==> src/rtl/custom_protocol_tx.sv <==
// Four-lane frame transmitter: start toggle, four strobed nibble beats, checksum
// hold cycle and holdoff. All outputs are registered.
//
// state   | meaning
// IDLE    | waiting for tx_valid && tx_ready, bus_data held
// START   | toggle bus_data[0] to mark frame start
// DATA    | drive beat k with strobe high, accumulate parity bit k
// GAP     | strobe low between beats, bus_data held
// CHECK   | done pulse, publish checksum nibble
// HOLDOFF | idle spacing before tx_ready reasserts, direction still driven
module custom_protocol_tx #(
  parameter int GAP_CYCLES     = 0,
  parameter int HOLDOFF_CYCLES = 2
) (
  input  logic        clk,
  input  logic        rst,
  input  logic        tx_valid,
  output logic        tx_ready,
  input  logic        tx_dir,
  input  logic [15:0] tx_data,
  output logic [3:0]  bus_data,
  output logic        strobe,
  output logic        direction,
  output logic        busy,
  output logic        done,
  output logic [3:0]  frame_checksum
);

  typedef enum logic [2:0] {IDLE, START, DATA, GAP, CHECK, HOLDOFF} state_t;

  // Down-counters load N-1 and expire on zero, giving exactly N cycles in state.
  localparam logic [3:0] GAP_LOAD  = 4'((GAP_CYCLES > 0) ? GAP_CYCLES - 1 : 0);
  localparam logic [3:0] HOLD_LOAD = 4'((HOLDOFF_CYCLES > 0) ? HOLDOFF_CYCLES - 1 : 0);

  state_t      state_q, state_d;
  logic [1:0]  beat_q, beat_d;
  logic [3:0]  cnt_q, cnt_d;
  logic [15:0] payload_q, payload_d;
  logic [3:0]  acc_q, acc_d;
  logic [3:0]  bus_q, bus_d;
  logic        strobe_q, strobe_d;
  logic        dir_q, dir_d;
  logic        busy_q, busy_d;
  logic        done_q, done_d;
  logic [3:0]  cksum_q, cksum_d;
  logic        ready_q, ready_d;
  logic [3:0]  beat_nib;

  always_comb begin
    beat_nib = 4'h0;
    for (int l = 0; l < 4; l++) begin
      beat_nib[l] = payload_q[4*l + int'(beat_q)];
    end
  end

  always_comb begin
    state_d   = state_q;
    beat_d    = beat_q;
    cnt_d     = cnt_q;
    payload_d = payload_q;
    acc_d     = acc_q;
    bus_d     = bus_q;
    strobe_d  = 1'b0;
    dir_d     = dir_q;
    done_d    = 1'b0;
    cksum_d   = cksum_q;
    ready_d   = 1'b0;
    case (state_q)
      IDLE: begin
        ready_d = 1'b1;
        if (tx_valid && ready_q) begin
          payload_d = tx_data;
          dir_d     = tx_dir;
          ready_d   = 1'b0;
          state_d   = START;
        end
      end
      START: begin
        bus_d   = {bus_q[3:1], ~bus_q[0]};
        acc_d   = 4'h0;
        beat_d  = 2'd0;
        state_d = DATA;
      end
      DATA: begin
        bus_d         = beat_nib;
        strobe_d      = 1'b1;
        acc_d[beat_q] = ^beat_nib;
        if (beat_q == 2'd3) begin
          state_d = CHECK;
        end else begin
          beat_d = beat_q + 2'd1;
          if (GAP_CYCLES > 0) begin
            state_d = GAP;
            cnt_d   = GAP_LOAD;
          end
        end
      end
      GAP: begin
        if (cnt_q == 4'd0) state_d = DATA;
        else               cnt_d   = cnt_q - 4'd1;
      end
      CHECK: begin
        done_d  = 1'b1;
        cksum_d = acc_q;
        cnt_d   = HOLD_LOAD;
        state_d = HOLDOFF;
      end
      HOLDOFF: begin
        if (cnt_q == 4'd0) state_d = IDLE;
        else               cnt_d   = cnt_q - 4'd1;
      end
      default: state_d = IDLE;
    endcase
    busy_d = (state_d != IDLE);
  end

  always_ff @(posedge clk) begin
    if (rst) begin
      state_q   <= IDLE;
      beat_q    <= 2'd0;
      cnt_q     <= 4'd0;
      payload_q <= 16'h0;
      acc_q     <= 4'h0;
      bus_q     <= 4'h0;
      strobe_q  <= 1'b0;
      dir_q     <= 1'b0;
      busy_q    <= 1'b0;
      done_q    <= 1'b0;
      cksum_q   <= 4'h0;
      ready_q   <= 1'b0;
    end else begin
      state_q   <= state_d;
      beat_q    <= beat_d;
      cnt_q     <= cnt_d;
      payload_q <= payload_d;
      acc_q     <= acc_d;
      bus_q     <= bus_d;
      strobe_q  <= strobe_d;
      dir_q     <= dir_d;
      busy_q    <= busy_d;
      done_q    <= done_d;
      cksum_q   <= cksum_d;
      ready_q   <= ready_d;
    end
  end

  assign tx_ready       = ready_q;
  assign bus_data       = bus_q;
  assign strobe         = strobe_q;
  assign direction      = dir_q;
  assign busy           = busy_q;
  assign done           = done_q;
  assign frame_checksum = cksum_q;

endmodule
==> config.mk <==
export PLATFORM = sky130hd
export DESIGN_NAME = custom_protocol_tx
export DESIGN_NICKNAME = d
export VERILOG_FILES = /design/src/rtl/custom_protocol_tx.sv
export SDC_FILE = /design/constraint.sdc
export NUM_CORES = 1
export LEC_CHECK = 0
export BUFFER_PORTS_ARGS = -buffer_cell sky130_fd_sc_hd__clkbuf_2
export CAP_MARGIN = 10
export CORE_AREA = 2 2 72 74
export CTS_BUF_LIST = sky130_fd_sc_hd__clkbuf_8
export DETAILED_ROUTE_END_ITERATION = 10
export DIE_AREA = 0 0 74 76
export PLACE_DENSITY_LB_ADDON = 0.15
export SYNTH_ARGS = -nofsm -noshare
export SYNTH_HDL_FRONTEND = slang
export SYNTH_SLANG_ARGS = --single-unit
==> constraint.sdc <==
create_clock -name clk -period 3.35 [get_ports clk]
set_input_delay 0.1675 -clock clk [delete_from_list [all_inputs] [get_ports clk]]
set_output_delay 0.1675 -clock clk [all_outputs]
set_load 0.01 [all_outputs]
==> results.txt <==
- The floorplan step defined a die boundary enclosing 5624 um^2.
- Across the run, the number of max-cap violations was 0.
- Setup slack on the worst flop-to-flop path: 1.35 ns
- Largest net degree at the start of global routing: 43
- Commonest non-fill, non-tap cells in the layout: sky130_fd_sc_hd__nand2_1 (45), sky130_fd_sc_hd__dfxtp_1 (42), sky130_fd_sc_hd__clkbuf_2 (32), sky130_fd_sc_hd__a21oi_1 (26), sky130_fd_sc_hd__nor2_1 (14)
* Half-perimeter wire length after detailed placement: 2463 um
- In this run the count of I/O pins placed on the die edge is 33.
- Setup repair after global routing left no endpoint under its margin.
- Post-Synth XOR/XNOR Area: 0.01403
- For this design the ratio of total power to cell area is 447.2 nW/um^2.
- Inserted Clock Buffers: 5
- Post-synth cell types: 37
- The critical path contains buffers and inverters numbering 0 combined.
* Fmax: 0.4998 GHz
- The library cell used most frequently in the layout, excluding fill and tap cells, is sky130_fd_sc_hd__nand2_1.
- Arrival time reported for the critical path endpoint: 2.19 ns
- Number of buffers inserted by hold repair at cts: 0
- For the pin with the worst max-slew slack, the measured transition is 0.8677 ns.
- Average vias per placed instance: 4.775
- Reg power frac: 0.557
* Worst Reg2Reg Path Length in Cells: 3
- The routed layout has 1504 vias.
* Cell chain of the critical path: nor3_1 > nand3_1 > a221oi_1
- Count of cells resized by post-cts repair: 0
* Post-Synth Adder-Cell Area: 0.03340
* CP peak stage delay: 0.57 ns
* Wire length of the first global-routing pass: 6223 um
- Of all cell types, the one taking the most synthesized area is sky130_fd_sc_hd__dfxtp_1.
- Capturing point of the worst reg2reg path: state_q[0]$_SDFF_PP0_
* Total negative slack: 0 ns
- For this configuration, the core starts out at a cell density of 0.3813.
- For this run, the share of the core covered by cells in the final layout is 0.4373.
- Fin Clk Skew: 0.005740 ns
- Max-slew violations: 0
- Total of flip-flops plus latches after synthesis: 42
- Once the clock tree was built, the setup fixing pass inserted 0 buffers.
* Hold Path Stages: 3
- The worst register-to-register path begins at state_q[1]$_SDFF_PP0_.
- P_sw: 237.7 uW
- Summing all placed instances gives a cell area of 2057 um^2.
* Insertion delay to the later sink of the worst-skew pair: 0.28 ns
* Number of instances in the synthesized netlist: 219
* Combinational group share of total power: 0.102
- The via count of the first global-routing pass is 1366.
- Final Hold Vio Count: 0
- Nets: 269
* Hold path startpoint: tx_data[1]
- In the final layout, the share of cells above drive strength 1 is 0.1878.
- No sink is reached through more buffers than the 2 on the longest clock path.
- The worst pin sits at a relative slew slack of 0.4215.
- Relative to the synthesized area, the layout overhead comes to 14.70%.
- WS Path Type: reg2reg
* Worst IR Drop VDD: 221.2 uV
- Of the total synthesized cell area, the portion taken by AND, OR, NAND and NOR gates is 0.2218.
- Share of the yosys chip area belonging to registers: 0.4489
- Clock period minus final worst setup slack: 2.001 ns
- Counting every sink on the clock net gives 42.
- Crit-path slowest cell: sky130_fd_sc_hd__nand3_1
- Of all flip-flops after synthesis, the portion carrying an async set or reset was 0.
- Setup slack of the critical path after layout: 1.349 ns
* Number of failing setup endpoints in the final timing report: 0
* Run status: complete, no violations
* Worst Setup Slack post-DPL: 1.323 ns
- Startpoint Class: flop
- TritonCTS built the clock tree.
- Final period utilization: 0.5973
* Proportion of netlist area held by the largest area contributor: 0.4489
- Hold Worst Slack: 0.09654 ns
- For this run, the leading register cell type out of synthesis is sky130_fd_sc_hd__dfxtp_1.
- The pre-antenna-repair detailed-routing pass consisted of 4 iterations.
- Wire length per cell: 11.50 um
- STA classifies the critical path endpoint as a flop.
- Top cells by area, synth: sky130_fd_sc_hd__dfxtp_1 (45%), sky130_fd_sc_hd__nand2_1 (9.0%), sky130_fd_sc_hd__a21oi_1 (6.9%)
- Multiplexer fraction of the synthesized cell area: 0.08550
- Maximum level of the CTS H-tree: 2
* Placed cell count: 307
- Excluding fillers, the count of instances in the completed layout stands at 315.
* Post-layout total power: 960.8 uW
- The congestion estimate from routability-driven global placement came to 0.7491.
* Detailed Route WL: 3623 um
- Sum of overflow across all layers after global routing: 0
- Diodes inserted: 0
- With fillers left out, the area of the finished cells amounts to 2148 um^2.
* Critical Path RT: 3.54 ns
* Initial detailed-routing violation count: 62
- Of the total power, the share spent switching nets is 0.2474.
- For this run, design rule violations remaining after detail routing come to 0.
- The core region is 4912 um^2.
- The fraction of the mapped netlist area in compound gates came to 0.1443.
- Antenna violations before repair: 0
- The kind of cell with the highest combined delay along the critical path is simple AND/OR/NAND/NOR gates.
- Buffers added on ports: 32
- The internal power of the cells totals 723.1 uW.
- Main combinational cell family by area after synthesis: simple AND/OR/NAND/NOR gates
- Type of the worst min-delay path: in2reg
* EDFF count, synth: 0
- Of all nets on the critical path, the largest fanout is 21.
- The path with the worst hold slack has its endpoint at payload_q[1]$_SDFFE_PP0P_.
- Clock tree root buffer cell: sky130_fd_sc_hd__clkbuf_8
* Clock-pin slew on the worst setup and hold paths: 0.08 ns
- In this run the vertical extent of the chip is 76 um.
- A synthesized cell averages 8.553 um^2.
- The number of nets handed over by synthesis was 244.
- For this design the static power due to leakage is 0.7953 nW.
- Summed instance area of the synthesized netlist: 1873 um^2
- For this run, the number of Yosys warnings is 0.
* Antenna Nets Post-Route: 0
* Proportion of power drawn by the clock network: 0.341
- All-Layer GR Usage: 0.1389
- Row count: 26
- Width of the chip: 74 um
worst reg2reg max path: cells and delay by family, from the launching register on:
family	cells	cell delay (ns)
AND/OR/NAND/NOR	2	0.98
flip-flops	1	0.52
AO/OA/AOI/OAI	1	0.40
metal layers:
| metal | global-route usage | wire length, um | up-vias |
|---|---|---|---|
| li1 | - | - | 805 |
| met1 | 0.1957 | 1859 | 670 |
| met2 | 0.2027 | 1598 | 25 |
| met3 | 0.03439 | 122 | 4 |
| met4 | 0.05455 | 42 | 0 |
| met5 | 0 | 0 | - |
registers in the layout, summed over array words and instances (netlist names), 2 cells and up:
register,count
acc_q,4
beat_q,2
state_q,3
payload_q,16
bus_data,4
cnt_q,4
frame_checksum,4
power groups by stage:
stage / Sequential (mW) / Combinational [mW] / Clock (mW)
after CTS: 0.536 / 0.0998 / 0.343
final: 0.536 / 0.0978 / 0.327
after detailed placement: 0.548 / 0.0996 / 0
after global routing: 0.540 / 0.110 / 0.364
after global placement: 0.548 / 0.0981 / 0
after floorplan: 0.539 / 0.0790 / 0
synth_stat cells (all sizes together), types with 2 or more instances:
cell type / instances
mux4: 4
buf: 5
o31ai: 4
mux2i: 7
nand2: 45
o32ai: 2
and2: 2
nor2: 14
nand2b: 3
a21oi: 26
a211oi: 2
nand3b: 2
inv: 9
nor3b: 2
a31oi: 2
clkbuf: 9
o21ai: 6
or3: 4
nand3: 6
xnor2: 3
nor3: 6
ha: 5
dfxtp: 42
worst max path at each step:
stage / endpoint / slack (ns) / depth (start not counted) / startpoint
4_1_cts: acc_q[0]$_SDFFE_PP0P_ / 1.31 / 4 / beat_q[0]$_SDFFE_PP0P_
5_1_grt: payload_q[9]$_SDFFE_PP0P_ / 1.13 / 4 / state_q[1]$_SDFF_PP0_
3_5_place_dp: acc_q[0]$_SDFFE_PP0P_ / 1.32 / 4 / beat_q[0]$_SDFFE_PP0P_
6_report: state_q[0]$_SDFF_PP0_ / 1.35 / 3 / state_q[1]$_SDFF_PP0_
3_3_place_gp: busy$_SDFF_PP0_ / 1.37 / 3 / state_q[1]$_SDFF_PP0_
2_1_floorplan: acc_q[0]$_SDFFE_PP0P_ / 1.70 / 5 / beat_q[0]$_SDFFE_PP0P_
cell type report:
| class | instances | area [um^2] |
|---|---|---|
| tap | 70 | 87.58 |
| clock buffer | 6 | 82.58 |
| multi-input combinational | 154 | 934.6 |
| timing repair buffer | 32 | 160.2 |
| sequential | 42 | 840.8 |
| fill | 515 | 2764 |
| inverter | 9 | 33.78 |
| clock inverter | 2 | 8.758 |
kinds of logic (layout without fill, tap and decap cells):
kind of cell	count (synthesis)	count (layout)
compound gates	46	46
xor+xnor	3	3
fa+ha+maj	5	5
buf+inv	23	49
flops	42	42
mux	11	11
simple gates	89	89
Power figures use the tool's default switching activity.
